$ cat config.mk
export PLATFORM = sky130hd
export DESIGN_NAME = relobi_sram_sbr
export DESIGN_NICKNAME = d
export VERILOG_FILES = /design/src/rtl/relobi_sram_sbr_pkg.sv /design/src/rtl/relobi_sram_sbr_rsp_buf.sv /design/src/rtl/relobi_sram_sbr.sv
export SDC_FILE = /design/constraint.sdc
export NUM_CORES = 1
export LEC_CHECK = 0
export CAP_MARGIN = 20
export CORE_UTILIZATION = 46
export DETAILED_ROUTE_END_ITERATION = 8
export PLACE_DENSITY = 0.81
export SLEW_MARGIN = 0
export SYNTH_ARGS = -nofsm -noshare
export SYNTH_HDL_FRONTEND = slang
export SYNTH_SLANG_ARGS = --single-unit
$ cat constraint.sdc
create_clock -name clk_i -period 8.95 [get_ports clk_i]
set_input_delay 1.79 -clock clk_i [delete_from_list [all_inputs] [get_ports clk_i]]
set_output_delay 1.79 -clock clk_i [all_outputs]
set_load 0.01 [all_outputs]
$ cat src/rtl/relobi_sram_sbr_pkg.sv
`default_nettype none
// ============================================================================
// Module      : relobi_sram_sbr_pkg
// Description : Shared types, widths and Hsiao SEC-DED helpers for the
//               reliable-OBI SRAM subordinate.
// Revision    : 1.0 - initial release
// ============================================================================
package relobi_sram_sbr_pkg;

  localparam int unsigned AddrWidth = 32;
  localparam int unsigned DataWidth = 32;
  localparam int unsigned IdWidth   = 4;
  // Seven check bits cover both the 32-bit address and the 37-bit r payload.
  localparam int unsigned EccWidth  = 7;
  localparam int unsigned EccMaxK   = 1 + IdWidth + DataWidth;

  typedef struct packed {
    logic [AddrWidth+EccWidth-1:0] addr;   // {check bits, address}
    logic                          we;
    logic [DataWidth/8-1:0]        be;
    logic [DataWidth-1:0]          wdata;
    logic [IdWidth-1:0]            aid;
  } obi_a_chan_t;

  typedef struct packed {
    logic [2:0]  req;
    obi_a_chan_t a;
    logic [2:0]  rready;
  } obi_req_t;

  typedef struct packed {
    logic [DataWidth-1:0] rdata;
    logic [IdWidth-1:0]   rid;
    logic                 err;
    logic [EccWidth-1:0]  ecc;
  } obi_r_chan_t;

  typedef struct packed {
    logic [2:0]  gnt;
    logic [2:0]  rvalid;
    obi_r_chan_t r;
  } obi_rsp_t;

  // One buffered response; its packed layout {err, rid, rdata} is what the r-channel code protects.
  typedef struct packed {
    logic                 err;
    logic [IdWidth-1:0]   rid;
    logic [DataWidth-1:0] rdata;
  } rsp_entry_t;

  typedef logic [EccMaxK-1:0][EccWidth-1:0] hsiao_mat_t;

  typedef struct packed {
    logic [EccMaxK-1:0] data;
    logic               sec;
    logic               ded;
  } hsiao_dec_t;

  // Data columns: all weight-3 patterns in ascending order, then weight-5 ones.
  function automatic hsiao_mat_t hsiao_gen_cols();
    hsiao_mat_t  cols;
    int unsigned n;
    cols = '0;
    n    = 0;
    for (int w = 3; w <= 5; w += 2) begin
      for (int v = 1; v < 128; v++) begin
        if (($countones(7'(v)) == w) && (n < EccMaxK)) begin
          cols[n] = 7'(v);
          n++;
        end
      end
    end
    return cols;
  endfunction

  localparam hsiao_mat_t HsiaoCols = hsiao_gen_cols();

  function automatic logic [EccWidth-1:0] hsiao_parity(input logic [EccMaxK-1:0] data);
    logic [EccWidth-1:0] p;
    p = '0;
    for (int i = 0; i < EccMaxK; i++) begin
      if (data[i]) p ^= HsiaoCols[i];
    end
    return p;
  endfunction

  // Only the low k data columns exist in the codeword; a syndrome hitting a
  // padding column is treated as uncorrectable.
  function automatic hsiao_dec_t hsiao_dec(input logic [EccMaxK-1:0] data,
                                           input logic [EccWidth-1:0] parity,
                                           input int unsigned         k);
    hsiao_dec_t          res;
    logic [EccWidth-1:0] syn;
    logic                hit;
    syn      = hsiao_parity(data) ^ parity;
    hit      = 1'b0;
    res.data = data;
    res.sec  = 1'b0;
    res.ded  = 1'b0;
    for (int i = 0; i < EccMaxK; i++) begin
      if ((i < k) && (syn == HsiaoCols[i])) begin
        res.data[i] = ~data[i];
        hit         = 1'b1;
      end
    end
    if (syn != '0) begin
      if ($countones(syn) == 1) hit = 1'b1;
      if (hit) res.sec = 1'b1;
      else     res.ded = 1'b1;
    end
    return res;
  endfunction

  function automatic logic maj3(input logic [2:0] v);
    return (v[0] & v[1]) | (v[0] & v[2]) | (v[1] & v[2]);
  endfunction

endpackage
`default_nettype wire

$ cat src/rtl/relobi_sram_sbr_rsp_buf.sv
`default_nettype none
// ============================================================================
// Module      : relobi_sram_sbr_rsp_buf
// Description : In-order response FIFO with fall-through when empty, plus the
//               r-channel Hsiao encoder at its output.
// Revision    : 1.0 - initial release
// ============================================================================
module relobi_sram_sbr_rsp_buf
  import relobi_sram_sbr_pkg::*;
#(
  parameter int unsigned NumMaxTrans = 2,
  localparam int unsigned UsageWidth = $clog2(NumMaxTrans + 1)
) (
  input  logic                  clk_i,
  input  logic                  rst_ni,
  input  logic                  push_i,
  input  rsp_entry_t            data_i,
  input  logic                  pop_i,
  output logic                  full_o,
  output logic                  empty_o,
  output logic [UsageWidth-1:0] usage_o,
  output obi_r_chan_t           r_o
);

  localparam int unsigned PtrWidth = (NumMaxTrans > 1) ? $clog2(NumMaxTrans) : 1;

  rsp_entry_t            mem_q [NumMaxTrans];
  logic [PtrWidth-1:0]   rptr_q, wptr_q;
  logic [UsageWidth-1:0] usage_q;
  logic                  store, pop_mem;
  rsp_entry_t            head;

  function automatic logic [PtrWidth-1:0] ptr_inc(input logic [PtrWidth-1:0] p);
    return (p == PtrWidth'(NumMaxTrans - 1)) ? '0 : p + PtrWidth'(1);
  endfunction

  // An entry arriving into an empty buffer while being popped passes straight through.
  always_comb begin
    store   = push_i & ~((usage_q == '0) & pop_i);
    pop_mem = pop_i & (usage_q != '0);
    head    = (usage_q == '0) ? data_i : mem_q[rptr_q];
    empty_o = (usage_q == '0) & ~push_i;
    full_o  = (usage_q == UsageWidth'(NumMaxTrans));
    usage_o = usage_q;
    r_o.rdata = head.rdata;
    r_o.rid   = head.rid;
    r_o.err   = head.err;
    r_o.ecc   = hsiao_parity(head);
  end

  // Storage array; contents need no reset because the pointers gate visibility.
  always_ff @(posedge clk_i) begin
    if (store) mem_q[wptr_q] <= data_i;
  end

  // Pointers and occupancy.
  always_ff @(posedge clk_i) begin
    if (!rst_ni) begin
      rptr_q  <= '0;
      wptr_q  <= '0;
      usage_q <= '0;
    end else begin
      if (store)   wptr_q <= ptr_inc(wptr_q);
      if (pop_mem) rptr_q <= ptr_inc(rptr_q);
      case ({store, pop_mem})
        2'b10:   usage_q <= usage_q + UsageWidth'(1);
        2'b01:   usage_q <= usage_q - UsageWidth'(1);
        default: usage_q <= usage_q;
      endcase
    end
  end

endmodule
`default_nettype wire

$ cat src/rtl/relobi_sram_sbr.sv
`default_nettype none
// ============================================================================
// Module      : relobi_sram_sbr
// Description : Reliable-OBI subordinate driving a single-port SRAM. Votes the
//               TMR handshake, corrects the address, limits outstanding
//               transactions by credits and reports faults.
// Revision    : 1.0 - initial release
// ============================================================================
module relobi_sram_sbr
  import relobi_sram_sbr_pkg::*;
#(
  parameter bit                   UseRReady     = 1'b1,
  parameter int unsigned          SramAddrWidth = 10,
  parameter int unsigned          NumMaxTrans   = 2,
  parameter logic [DataWidth-1:0] ErrData       = 32'hBADCAB1E
) (
  input  logic                     clk_i,
  input  logic                     rst_ni,
  input  obi_req_t                 obi_req_i,
  output obi_rsp_t                 obi_rsp_o,
  output logic                     sram_req_o,
  output logic                     sram_we_o,
  output logic [SramAddrWidth-1:0] sram_addr_o,
  output logic [DataWidth-1:0]     sram_wdata_o,
  output logic [DataWidth/8-1:0]   sram_be_o,
  input  logic [DataWidth-1:0]     sram_rdata_i,
  output logic [1:0]               fault_o
);

  localparam int unsigned UsageWidth  = $clog2(NumMaxTrans + 1);
  localparam int unsigned CreditWidth = UsageWidth + 1;

  logic                  req_v, rready_v, grant_ok, accept, pop, tmr_fault;
  hsiao_dec_t            addr_dec;
  logic                  inflight_q, we_q, err_q;
  logic [IdWidth-1:0]    aid_q;
  logic [1:0]            fault_q, fault_d;
  rsp_entry_t            push_data;
  logic                  buf_full, buf_empty;
  logic [UsageWidth-1:0] buf_usage;
  obi_r_chan_t           r_chan;
  logic                  unused_addr_bits;

  // Voting, address correction, credit check and SRAM drive.
  always_comb begin
    req_v     = maj3(obi_req_i.req);
    rready_v  = UseRReady ? maj3(obi_req_i.rready) : 1'b1;
    addr_dec  = hsiao_dec(EccMaxK'(obi_req_i.a.addr[AddrWidth-1:0]),
                          obi_req_i.a.addr[AddrWidth +: EccWidth], AddrWidth);
    // The in-flight access already owns a buffer slot for its response.
    grant_ok  = rst_ni & ~buf_full &
                ((CreditWidth'(buf_usage) + CreditWidth'(inflight_q)) < CreditWidth'(NumMaxTrans));
    accept    = req_v & grant_ok;
    pop       = rst_ni & ~buf_empty & rready_v;

    sram_req_o   = accept & ~addr_dec.ded;
    sram_we_o    = obi_req_i.a.we;
    sram_addr_o  = addr_dec.data[SramAddrWidth+1:2];
    sram_wdata_o = obi_req_i.a.wdata;
    sram_be_o    = obi_req_i.a.be;

    push_data.err   = err_q;
    push_data.rid   = aid_q;
    push_data.rdata = err_q ? ErrData : (we_q ? '0 : sram_rdata_i);

    tmr_fault  = ((obi_req_i.req != 3'b000) && (obi_req_i.req != 3'b111)) ||
                 (UseRReady && (obi_req_i.rready != 3'b000) && (obi_req_i.rready != 3'b111));
    fault_d    = 2'b00;
    fault_d[0] = tmr_fault | (req_v & addr_dec.sec);
    fault_d[1] = req_v & addr_dec.ded;

    obi_rsp_o.gnt    = {3{accept}};
    obi_rsp_o.rvalid = {3{rst_ni & ~buf_empty}};
    obi_rsp_o.r      = r_chan;
    fault_o          = fault_q;
  end

  assign unused_addr_bits = ^{addr_dec.data[EccMaxK-1:SramAddrWidth+2], addr_dec.data[1:0]};

  // Track the access whose SRAM data returns next cycle and register fault flags.
  always_ff @(posedge clk_i) begin
    if (!rst_ni) begin
      inflight_q <= 1'b0;
      we_q       <= 1'b0;
      err_q      <= 1'b0;
      aid_q      <= '0;
      fault_q    <= 2'b00;
    end else begin
      inflight_q <= accept;
      fault_q    <= fault_d;
      if (accept) begin
        we_q  <= obi_req_i.a.we;
        err_q <= addr_dec.ded;
        aid_q <= obi_req_i.a.aid;
      end
    end
  end

  relobi_sram_sbr_rsp_buf #(
    .NumMaxTrans(NumMaxTrans)
  ) i_rsp_buf (
    .clk_i   (clk_i),
    .rst_ni  (rst_ni),
    .push_i  (inflight_q),
    .data_i  (push_data),
    .pop_i   (pop),
    .full_o  (buf_full),
    .empty_o (buf_empty),
    .usage_o (buf_usage),
    .r_o     (r_chan)
  );

endmodule
`default_nettype wire
After elaboration in Yosys (flattened, before gate mapping)

Memory sizes are Yosys's and may differ from the RTL's. A register that Yosys moved wholly into a read port is not among the register bits.
Cells that the tools add are included.

Register bits: 13
Memories: 1
Memory bits (writable): 74
Output and inout port bits: 100
Word-level logic and storage cells: 300

Memory list:

| memory          | words | width | rd ports | clocked after memory_dff | wr ports | line                          | RTL |
|---|---|---|---|---|---|---|---|
| i_rsp_buf.mem_q | 2     | 37    | 1        | 1                        | 1        | relobi_sram_sbr_rsp_buf.sv:27 | `rsp_entry_t mem_q [NumMaxTrans];` |

Reductions and logical operators: 9
Bitwise gates (word level): 106
Mux-type cells: 126
Add/subtract/negate cells: 11
Equal/unequal tests: 38
Magnitude comparators: 1

Operators with widths:

| cell                                                | count |
|---|---|
| 2-to-1 mux 7 bit                                    | 27 |
| inverter 3 bit                                      | 61 |
| 2-to-1 mux 6 bit                                    | 21 |
| equality test 7 bit, second input constant          | 12 |
| equality test 7 x 6 -> 1 bit, second input constant | 10 |
| 2-to-1 mux 5 bit                                    | 13 |
| 2-to-1 mux 32 bit                                   | 2 |
| 2-to-1 mux 1 bit                                    | 52 |
| equality test 7 x 5 -> 1 bit, second input constant | 6 |
| 2-to-1 mux 37 bit                                   | 1 |
| 2-to-1 mux 4 bit                                    | 6 |
| equality test 7 x 4 -> 1 bit, second input constant | 3 |
| AND 1 bit                                           | 18 |
| inverter 1 bit                                      | 15 |
| inverter 2 -> 3 bit                                 | 4 |
| inverter 5 bit                                      | 2 |
| equality test 7 x 3 -> 1 bit, second input constant | 1 |
| nonzero test 7 bit                                  | 1 |
| XOR 7 bit                                           | 1 |
| adder 1 x 1 -> 2 bit                                | 3 |
| adder 2 x 1 -> 3 bit                                | 2 |
| 2-to-1 mux 3 bit                                    | 2 |
| != test 3 bit, second input constant                | 2 |
| nonzero test 3 bit                                  | 2 |
| 16 further kinds                                    | 24 |

Depth between registers and ports, before layout

Gate-level depths: netlist (run 1).

Word-level depth: 103
Gate-level depth with buffers: 18
Depth with buffers taken out: 18

By module

Synthesis (run 1) repeated with hierarchy kept, for this count alone.

Cell total of the unflattened synthesis: 584
Area, all modules: 6989.2 sq um

Modules (own cells, without submodules):

| module                  | seq. area each (sq um) | instances | area each (sq um) | cells an instance |
|---|---|---|---|---|
| relobi_sram_sbr_rsp_buf | 2322.2                 | 1         | 4531.8            | 296 |
| relobi_sram_sbr         | 180.2                  | 1         | 2457.4            | 288 |

Worst setup path after synthesis (run 1)

OpenSTA, ideal clock, no wires.

Path kind: input to output
Start point: input port obi_req_i[46] (netlist bit)
End point: output port sram_req_o
Path buffers: 0
Data arrival time: 5.594 ns
Setup slack: 1.566 ns
Stages on the path: 16
Cell sequence: xor3_2 xnor2_1 xnor3_2 inv_4 fa_1 inv_1 fa_1 inv_1 ha_1 a21o_1 fa_1 or2_2 o32ai_2 a31oi_1 nand4_1 and2_1

Word-level cells in the longest chain between the ends: 82
Elaborated cells on any way between the ends: 133
Classes of those cells: add/sub: 4; eq/ne: 33; mux: 66; bitwise: 29; reduce/logical: 1

Ends and longest elaborated chain:

| item                                                                | line                       | RTL |
|---|---|---|
| start, declared                                                     | relobi_sram_sbr.sv:19      | `input obi_req_t obi_req_i,` |
| 2-to-1 mux 4 bit * (2 in series)                                    | relobi_sram_sbr_pkg.sv:82  | `if (data[i]) p ^= HsiaoCols[i];` |
| inverter 3 bit (no line) / 2-to-1 mux 4 bit (equally long branches) | --                         |  |
| 2-to-1 mux 5 bit *                                                  | relobi_sram_sbr_pkg.sv:82  |  |
| inverter 3 bit (no line) / 2-to-1 mux 5 bit (equally long branches) | --                         |  |
| 2-to-1 mux 5 bit * (2 in series)                                    | relobi_sram_sbr_pkg.sv:82  |  |
| inverter 3 bit (no line) / 2-to-1 mux 5 bit (equally long branches) | --                         |  |
| 2-to-1 mux 5 bit * (3 in series)                                    | relobi_sram_sbr_pkg.sv:82  |  |
| inverter 3 bit (no line) / 2-to-1 mux 5 bit (equally long branches) | --                         |  |
| [... 31 more ...]                                                   | --                         |  |
| equality test 7 x 3 -> 1 bit                                        | relobi_sram_sbr_pkg.sv:101 | `if ((i < k) && (syn == HsiaoCols[i])) begin` |
| 2-to-1 mux 1 bit (32 in series)                                     | relobi_sram_sbr_pkg.sv:101 |  |
| 2-to-1 mux 1 bit                                                    | relobi_sram_sbr_pkg.sv:107 | `if ($countones(syn) == 1) hit = 1'b1;` |
| 2-to-1 mux 1 bit                                                    | relobi_sram_sbr_pkg.sv:106 | `if (syn != '0) begin` |
| 2-to-1 mux 1 bit                                                    | relobi_sram_sbr_pkg.sv:108 | `if (hit) res.sec = 1'b1;` |
| 2-to-1 mux 2 bit *                                                  | relobi_sram_sbr_pkg.sv:106 |  |
| inverter 1 bit *                                                    | relobi_sram_sbr.sv:56      | `sram_req_o = accept & ~addr_dec.ded;` |
| AND 1 bit *                                                         | relobi_sram_sbr.sv:56      |  |
| end, declared                                                       | relobi_sram_sbr.sv:21      | `output logic sram_req_o,` |

Every way passes the cells marked *; elsewhere a longest branch is shown, timed or not. The select of a mux whose other input is x is not followed.

Final worst setup path (run 1)

Start point: input port obi_req_i[52] (netlist bit)
End point: output port sram_req_o

Word-level cells in the longest chain between the ends: 73
Elaborated cells on any way between the ends: 123
Classes of those cells: add/sub: 6; eq/ne: 33; mux: 60; bitwise: 23; reduce/logical: 1

Ends and longest elaborated chain:

| item                                                                | line |
|---|---|
| 2-to-1 mux 5 bit *                                                  | relobi_sram_sbr_pkg.sv:82 |
| inverter 3 bit (no line) / 2-to-1 mux 5 bit (equally long branches) | -- |
| 2-to-1 mux 5 bit *                                                  | relobi_sram_sbr_pkg.sv:82 |
| 2-to-1 mux 6 bit * (6 in series)                                    | relobi_sram_sbr_pkg.sv:82 |
| inverter 3 bit (no line) / 2-to-1 mux 6 bit (equally long branches) | -- |
| 2-to-1 mux 6 bit *                                                  | relobi_sram_sbr_pkg.sv:82 |
| inverter 3 bit (no line) / 2-to-1 mux 6 bit (equally long branches) | -- |
| 2-to-1 mux 6 bit *                                                  | relobi_sram_sbr_pkg.sv:82 |
| [... 21 more ...]                                                   | -- |
| equality test 7 x 3 -> 1 bit                                        | relobi_sram_sbr_pkg.sv:101 |
| 2-to-1 mux 1 bit (32 in series)                                     | relobi_sram_sbr_pkg.sv:101 |
| 2-to-1 mux 1 bit                                                    | relobi_sram_sbr_pkg.sv:107 |
| 2-to-1 mux 1 bit                                                    | relobi_sram_sbr_pkg.sv:106 |
| 2-to-1 mux 1 bit                                                    | relobi_sram_sbr_pkg.sv:108 |
| 2-to-1 mux 2 bit *                                                  | relobi_sram_sbr_pkg.sv:106 |
| inverter 1 bit *                                                    | relobi_sram_sbr.sv:56 |
| AND 1 bit *                                                         | relobi_sram_sbr.sv:56 |

Marked as above.

==> metrics.txt, run 1 <==
# TYPE chip_impl_metric gauge
chip_impl_metric{name="gr-total-overflow",unit=""} 0
chip_impl_info{name="synthFlopType",value="edfxtp_1"} 1
chip_impl_metric{name="wl_per_instance",unit="µm"} 17.17
chip_impl_info{name="post_synth_top_area_cell",value="edfxtp_1"} 1
chip_impl_info{name="rsz0062_at_grt",value="false"} 1
chip_impl_metric{name="number_of_global_route_vias_before_repair",unit=""} 4481
chip_impl_metric{name="synthesis.instances",unit=""} 586
chip_impl_metric{name="power.density_cell_area",unit="nW/µm²"} 416.1
chip_impl_info{name="worst_setup_path_class",value="primary input to output pin"} 1
chip_impl_metric{name="setup_violations",unit=""} 0
chip_impl_metric{name="leakage",unit="nW"} 2.913
chip_impl_metric{name="die_area",unit="µm²"} 14130
chip_impl_metric{name="post-route-min-period",unit="ps"} 8640
chip_impl_metric{name="number_of_max_capacitance_violations_reported",unit=""} 0
chip_impl_metric{name="initial_core_util",unit="%"} 47.24
chip_impl_metric{name="final-instance-count-excl-fill",unit=""} 857
chip_impl_info{name="hp-class",value="register to register"} 1
chip_impl_metric{name="die_h",unit="µm"} 118.9
chip_impl_metric{name="synth_sequential_area_ratio",unit="%"} 39.84
chip_impl_metric{name="power_report.internal_total",unit="mW"} 1.979
chip_impl_info{name="synth_area_leaders",value="edfxtp_1, xnor2_1, buf_4"} 1
chip_impl_metric{name="report.final.slew_viol_count",unit=""} 0
chip_impl_metric{name="power.net_switching",unit="mW"} 1.301
chip_impl_metric{name="via_count",unit=""} 4554
chip_impl_metric{name="antenna_found_initial",unit=""} 0
chip_impl_metric{name="clock_tree.htree_level_count",unit=""} 3
chip_impl_metric{name="ys_warn_count",unit=""} 0
chip_impl_metric{name="grt_start_max_net_pins",unit=""} 76
chip_impl_metric{name="syn-mean-instance-area",unit="µm²"} 10.72
chip_impl_metric{name="clock_tree.buffer_depth",unit=""} 2
chip_impl_metric{name="clk_pin_slew",unit="ps"} 60
chip_impl_metric{name="post_route_drc",unit=""} 0
chip_impl_metric{name="setup_total_neg_slack",unit="ps"} 0
chip_impl_metric{name="netSwitchingFraction",unit="%"} 39.66
chip_impl_metric{name="worst-endpoint-required",unit="ps"} 7160
chip_impl_metric{name="numCtsBuffers",unit=""} 9
chip_impl_metric{name="number_of_rows_in_the_core_area",unit=""} 42
chip_impl_metric{name="insertion_delay_to_the_later_sink_of_the_worst_skew_pair",unit="ps"} 340
chip_impl_metric{name="fmax",unit="MHz"} 115.7
chip_impl_metric{name="max_slew_margin",unit="%"} 33.66
chip_impl_metric{name="clkPwrFrac",unit="%"} 11.4
chip_impl_metric{name="detail_route.first_pass.iterations",unit=""} 4
chip_impl_metric{name="first_iter_violations",unit=""} 257
chip_impl_metric{name="cts_num_sinks",unit=""} 88
chip_impl_metric{name="route.detailed.vias_per_inst",unit=""} 5.314
chip_impl_metric{name="placedCellCount",unit=""} 839
chip_impl_info{name="cts_tree",value="built"} 1
chip_impl_metric{name="irDropWorstVdd",unit="µV"} 385.2
chip_impl_metric{name="synth_enable_flop_cells",unit=""} 74
chip_impl_metric{name="cp.arrival",unit="ps"} 6850
chip_impl_info{name="cp-end-kind",value="output pin"} 1
chip_impl_info{name="clockRootBuffer",value="clkbuf_16"} 1
chip_impl_metric{name="synth_largest_type_area_fraction",unit="%"} 35.38
chip_impl_metric{name="ports_placed_on_the_boundary",unit=""} 220
chip_impl_metric{name="grt_first_pass_wirelength",unit="µm"} 23050
chip_impl_metric{name="mappedNetlistNets",unit=""} 715
chip_impl_metric{name="finalHoldViolCount",unit=""} 0
chip_impl_metric{name="routed_wl",unit="µm"} 14720
chip_impl_info{name="launching_element_type_of_the_critical_path",value="primary input"} 1
chip_impl_metric{name="place.detailed.hpwl",unit="µm"} 11030
chip_impl_metric{name="antenna_violating_nets_post_route",unit=""} 0
chip_impl_metric{name="post_synth_num_cell_types",unit=""} 49
chip_impl_metric{name="gpl.final_weighted_congestion",unit=""} 0.8613
chip_impl_info{name="outcome",value="finished, final reports clean"} 1
chip_impl_metric{name="syn_area",unit="µm²"} 6281
chip_impl_metric{name="cp_max_fo",unit=""} 9
chip_impl_metric{name="antennaDiodeCount",unit=""} 0
chip_impl_metric{name="track_usage",unit="%"} 20.97
chip_impl_metric{name="synth_seq_cells",unit=""} 88
chip_impl_metric{name="area.growth.synth_to_final",unit="%"} 25.48
chip_impl_metric{name="period_share",unit="%"} 96.54
chip_impl_metric{name="fp.dieW",unit="µm"} 118.9
chip_impl_metric{name="post-cts-setup-buffers",unit=""} 0
chip_impl_metric{name="seqPwrFrac",unit="%"} 16.1
chip_impl_metric{name="comb_power_share",unit="%"} 72.5
chip_impl_metric{name="cts_repair_resize_count",unit=""} 0
chip_impl_metric{name="layout.nets",unit=""} 805
chip_impl_metric{name="layout-drive-gt1-share",unit="%"} 4.405
chip_impl_metric{name="worst_slew_pin_slew",unit="ps"} 993.7
chip_impl_metric{name="placement.io_buffers",unit=""} 147
chip_impl_metric{name="skew",unit="ps"} 4.184
chip_impl_metric{name="placeableCoreArea",unit="µm²"} 13300
chip_impl_metric{name="asyncSetResetFlopFracSynth",unit="%"} 0
-- stage by stage --
stage | worst slack (ps) | cell area [µm²] | hold slack (ps) | power (mW) | utilization [%]
final | 310.0 | 7881 | 490.7 | 3.279 | 59.28
after global routing | 33.61 | 7881 | 513.5 | 3.493 | 59.28
after CTS | 213.7 | 7841 | 501.6 | 3.301 | 58.98
after detailed placement | 247.1 | 7540 | 486.6 | 2.914 | 56.71
after global placement | 330.9 | 7540 | 478.4 | 2.852 | 56.71
after floorplan | 1566 | 6281 | 447.6 | 2.074 | -
-- Yosys cell counts, types with 14 or more instances --
cell type and instances:
a21o_1 39, and2_1 19, buf_4 52, dfxtp_1 14
edfxtp_1 74, inv_1 16, mux2i_1 37, nand2_1 18
nand3_1 17, nor2_1 36, o21ai_0 19, xnor2_1 119
xor2_1 28
-- final cells by class --
type	count	area (µm²)
clock buffers	13	260.3
clock inverters	3	41.29
repair buffers	152	1534
fillers	1063	5414
inverters	19	73.82
flip-flops and latches	88	2504
multi-input cells	406	3248
well taps	176	220.2
-- flip-flops by register name, summed over array words and instances, names as in the netlist, named ones only --
register / flops
i_rsp_buf.usage_o: 2
i_rsp_buf.mem_q: 74
err_q: 1
inflight_q: 1
fault_o: 2
we_q: 1
i_rsp_buf.wptr_q: 1
aid_q: 4
i_rsp_buf.rptr_q: 1
-- worst max-delay path: stages --
cell             delay [ps]
clkdlybuf4s50_1         550
xor2_1                  160
xnor3_1                 520
xnor3_2                 460
inv_4                    60
fa_1                    480
inv_1                    50
fa_1                    480
inv_1                    50
ha_1                    300
a21o_1                  180
fa_1                    420
or2_2                   310
o32ai_2                 130
a31oi_1                  80
nand4_1                 150
and2_1                  140
clkdlybuf4s50_1         530
-- worst paths after layout --
check	endpoint	slack [ps]	cells past startpoint	start
worst max-delay path	sram_req_o	310	18	obi_req_i[52]
worst min-delay path	we_q	490	2	we_q
worst max register to register	i_rsp_buf.usage_o[1]	6720	6	i_rsp_buf.usage_o[0]
worst min register to register	we_q	490	2	we_q
-- power by group through the flow --
stage	Clock (mW)	Sequential (mW)	Combinational (mW)
floorplan	0	0.522	1.55
global placement	0	0.536	2.32
detailed placement	0	0.538	2.38
CTS	0.380	0.530	2.39
global route	0.394	0.533	2.57
finish	0.372	0.528	2.38
-- repair_timing --
item / CTS / global route
hold buffers: 0 / 0
endpoints found under the hold margin: 0 / 0
endpoints found under the setup margin: 0 / 1
-- kinds of logic after synthesis --
| family | count (synthesis) | share of synthesized area [%] |
|---|---|---|
| mux | 37 | 5.896 |
| fa+ha+maj | 11 | 2.470 |
| flops | 88 | 39.84 |
| simple gates | 116 | 9.024 |
| compound gates | 83 | 9.084 |
| xor+xnor | 159 | 24.88 |
| buf+inv | 92 | 8.805 |
-- cells in the final DEF, fill, tap and decap left out, types with 17 or more instances in the layout --
cell type and n:
o21ai_0 19, nand2_1 18, a21o_1 39, xnor2_1 119
mux2i_1 37, and2_1 19, nor2_1 33, clkdlybuf4s50_1 147
nand3_1 17, xor2_1 28, edfxtp_1 74
-- layer usage --
metal	wire [µm]	share of wire [%]	vias to the layer above	global-route usage [%]
met5	0	0	-	0
met4	367	2.5	0	8.940
met3	852	5.8	34	3.879
met2	7387	50	197	36.51
met1	6108	42	2165	25.33
li1	-	-	2158	-
No activity file was read; power rests on OpenSTA's default activity.
==> run 2, diff against run 1 <==
- CORE_MARGIN: default -> 5
==> run 2 against run 1 <==
Total power shrank 0.16%. Non-clock buffer count is the same. Largest power group unchanged. Clock skew grew 4.4 ps. First-iteration DRC count is 24% higher. Clock power shrank 4%. Core utilization fell by 0.12 points. Via count is 2.3% lower. Worst hold slack gained 6.9 ps. Final area decreased by 0.21%. Sequential cell count is the same.
==> metrics.txt, run 2 (synthesis gave the netlist of run 1 again) <==
# TYPE chip_impl_metric gauge
chip_impl_metric{name="clock_tree.htree_level_count",unit=""} 3
chip_impl_metric{name="grt_start_max_net_pins",unit=""} 76
chip_impl_metric{name="cts_num_sinks",unit=""} 88
chip_impl_metric{name="clock_tree.buffer_depth",unit=""} 2
chip_impl_info{name="most-common-layout-cells",value="clkdlybuf4s50_1, xnor2_1, edfxtp_1"} 1
chip_impl_info{name="layout.cells.most_common",value="clkdlybuf4s50_1"} 1
chip_impl_info{name="launching_element_type_of_the_critical_path",value="primary input"} 1
chip_impl_metric{name="first_iter_violations",unit=""} 318
chip_impl_metric{name="post-route-min-period",unit="ps"} 8739
chip_impl_metric{name="worst-endpoint-required",unit="ps"} 7160
chip_impl_info{name="cp-end-kind",value="output pin"} 1
chip_impl_metric{name="holdWs",unit="ps"} 497.6
chip_impl_metric{name="gr-total-overflow",unit=""} 0
chip_impl_metric{name="die_h",unit="µm"} 126.9
chip_impl_metric{name="largest_register_ff_count",unit=""} 74
chip_impl_metric{name="number_of_max_capacitance_violations_reported",unit=""} 0
chip_impl_metric{name="fmax",unit="MHz"} 114.4
chip_impl_metric{name="routed_wl",unit="µm"} 15310
chip_impl_metric{name="gpl.final_weighted_congestion",unit=""} 0.8854
chip_impl_metric{name="track_usage",unit="%"} 18.99
chip_impl_metric{name="post-place-ws",unit="ps"} 203.9
chip_impl_metric{name="antennaDiodeCount",unit=""} 0
chip_impl_metric{name="clk_pin_slew",unit="ps"} 60
chip_impl_metric{name="placeableCoreArea",unit="µm²"} 13300
chip_impl_metric{name="cp.arrival",unit="ps"} 6950
chip_impl_metric{name="fillCellCount",unit=""} 1059
chip_impl_metric{name="placedCellCount",unit=""} 839
chip_impl_metric{name="post_route_drc",unit=""} 0
chip_impl_metric{name="worst_slew_pin_slew",unit="ps"} 914.2
chip_impl_metric{name="irDropWorstVdd",unit="µV"} 303.7
chip_impl_metric{name="insertion_delay_to_the_later_sink_of_the_worst_skew_pair",unit="ps"} 340
chip_impl_metric{name="die_area",unit="µm²"} 16090
chip_impl_metric{name="placement.io_buffers",unit=""} 147
chip_impl_metric{name="via_count",unit=""} 4449
chip_impl_metric{name="postPlaceCellArea",unit="µm²"} 7540
chip_impl_metric{name="cp_max_fo",unit=""} 9
chip_impl_info{name="register_bank_with_the_most_flops",value="i_rsp_buf.mem_q"} 1
chip_impl_metric{name="area.growth.synth_to_final",unit="%"} 25.22
chip_impl_metric{name="numCtsBuffers",unit=""} 9
chip_impl_metric{name="ports_placed_on_the_boundary",unit=""} 220
chip_impl_metric{name="setup_total_neg_slack",unit="ps"} 0
chip_impl_metric{name="skew",unit="ps"} 8.606
chip_impl_metric{name="finalHoldViolCount",unit=""} 0
chip_impl_info{name="outcome",value="finished, final reports clean"} 1
chip_impl_info{name="path_cells",value="clkdlybuf4s50_1 > xor3_2 > xnor2_1 > xnor3_2 > inv_4 > fa_1 > inv_1 > fa_1 > inv_1 > ha_1 > a21o_1 > fa_1 > or2_2 > o32ai_2 > a31oi_1 > nand4_1 > and2_1 > clkdlybuf4s50_1"} 1
chip_impl_metric{name="period_share",unit="%"} 97.64
chip_impl_metric{name="layout.nets",unit=""} 805
chip_impl_info{name="hp-class",value="register to register"} 1
chip_impl_metric{name="leakage",unit="nW"} 2.903
chip_impl_metric{name="antenna_found_initial",unit=""} 0
chip_impl_info{name="cpLargestDelayFamily",value="adder cells"} 1
chip_impl_metric{name="post-cts-setup-buffers",unit=""} 0
chip_impl_metric{name="setup_violations",unit=""} 0
chip_impl_metric{name="wl_per_instance",unit="µm"} 17.88
chip_impl_metric{name="max_slew_margin",unit="%"} 38.97
chip_impl_metric{name="route.detailed.vias_per_inst",unit=""} 5.197
chip_impl_info{name="rsz0062_at_grt",value="false"} 1
chip_impl_metric{name="place.detailed.hpwl",unit="µm"} 11550
chip_impl_metric{name="layout-drive-gt1-share",unit="%"} 4.118
chip_impl_metric{name="number_of_rows_in_the_core_area",unit=""} 42
chip_impl_metric{name="antenna_violating_nets_post_route",unit=""} 0
chip_impl_metric{name="fp.dieW",unit="µm"} 126.9
chip_impl_metric{name="final_design_area_no_fill",unit="µm²"} 7865
chip_impl_info{name="clockRootBuffer",value="clkbuf_16"} 1
chip_impl_info{name="cts_tree",value="built"} 1
chip_impl_metric{name="finalCoreUtilization",unit="%"} 59.16
chip_impl_metric{name="totalPowerFinal",unit="mW"} 3.274
chip_impl_info{name="reg.largest.list",value="i_rsp_buf.mem_q: 74 flops, aid_q: 4 flops"} 1
chip_impl_metric{name="cts_hold_buf",unit=""} 0
chip_impl_metric{name="initial_core_util",unit="%"} 47.24
chip_impl_metric{name="multi_input_comb_area",unit="µm²"} 3248
chip_impl_info{name="critical-path-top-cell-by-count",value="fa_1"} 1
chip_impl_info{name="slowest_stage",value="xnor3_2"} 1
chip_impl_metric{name="final-instance-count-excl-fill",unit=""} 856
chip_impl_metric{name="grt_first_pass_wirelength",unit="µm"} 24680
chip_impl_metric{name="number_of_global_route_vias_before_repair",unit=""} 4753
chip_impl_metric{name="power.density_cell_area",unit="nW/µm²"} 416.3
chip_impl_info{name="worst_setup_path_class",value="primary input to output pin"} 1
chip_impl_metric{name="fin_ws",unit="ps"} 210.8
chip_impl_metric{name="cts_repair_resize_count",unit=""} 0
chip_impl_metric{name="critical_path_buf_inv_count",unit=""} 5
chip_impl_metric{name="report.final.slew_viol_count",unit=""} 0
chip_impl_metric{name="detail_route.first_pass.iterations",unit=""} 5
chip_impl_metric{name="worst_path_largest_cell_delay",unit="ps"} 590
chip_impl_metric{name="sequential_cell_area",unit="µm²"} 2504
[run 2: cell types whose count changed in the layout (fill, tap and decap cells not counted)]
cell and delta:
clkbuf_8 -2, buf_16 +1, buf_12 -1, clkbuf_1 -1, clkinv_1 +2
[run 2: worst reg2reg max path: cells and delay by family, from the launching register on]
family,cells,cell delay [ps]
buf+inv,1,570
compound gates,1,160
flops,1,410
fa+ha+maj,1,370
simple gates,3,700
[run 2: final timing paths]
check / start / slack (ps) / end / cells past startpoint
worst max-delay path: obi_req_i[46] / 210 / sram_req_o / 18
worst min-delay path: aid_q[3] / 500 / i_rsp_buf.mem_q[1][35] / 0
worst max register to register: i_rsp_buf.usage_o[0] / 6660 / i_rsp_buf.usage_o[1] / 6
worst min register to register: aid_q[3] / 500 / i_rsp_buf.mem_q[1][35] / 0
[run 2: routing by layer]
| metal | track usage [%] | up-vias | part of all wire, % |
|---|---|---|---|
| li1 | - | 2142 | - |
| met2 | 32.94 | 180 | 50 |
| met5 | 0 | - | 0 |
| met1 | 23.09 | 2098 | 40 |
| met4 | 6.498 | 0 | 2.1 |
| met3 | 4.624 | 29 | 7.7 |
[run 2: final cells by class]
type	count	area share, %
sequential	88	31.83
inverter	19	0.9386
timing repair buffer	152	19.60
multi-input combinational	406	41.30
tap	176	2.800
clock inverter	5	0.6204
clock buffer	10	2.911
[run 2: report_power, final]
part / total [mW] / internal (mW) / switching, mW
clock network: 0.356 / 0.212 / 0.144
logic: 2.39 / 1.25 / 1.14
registers: 0.528 / 0.502 / 0.0262
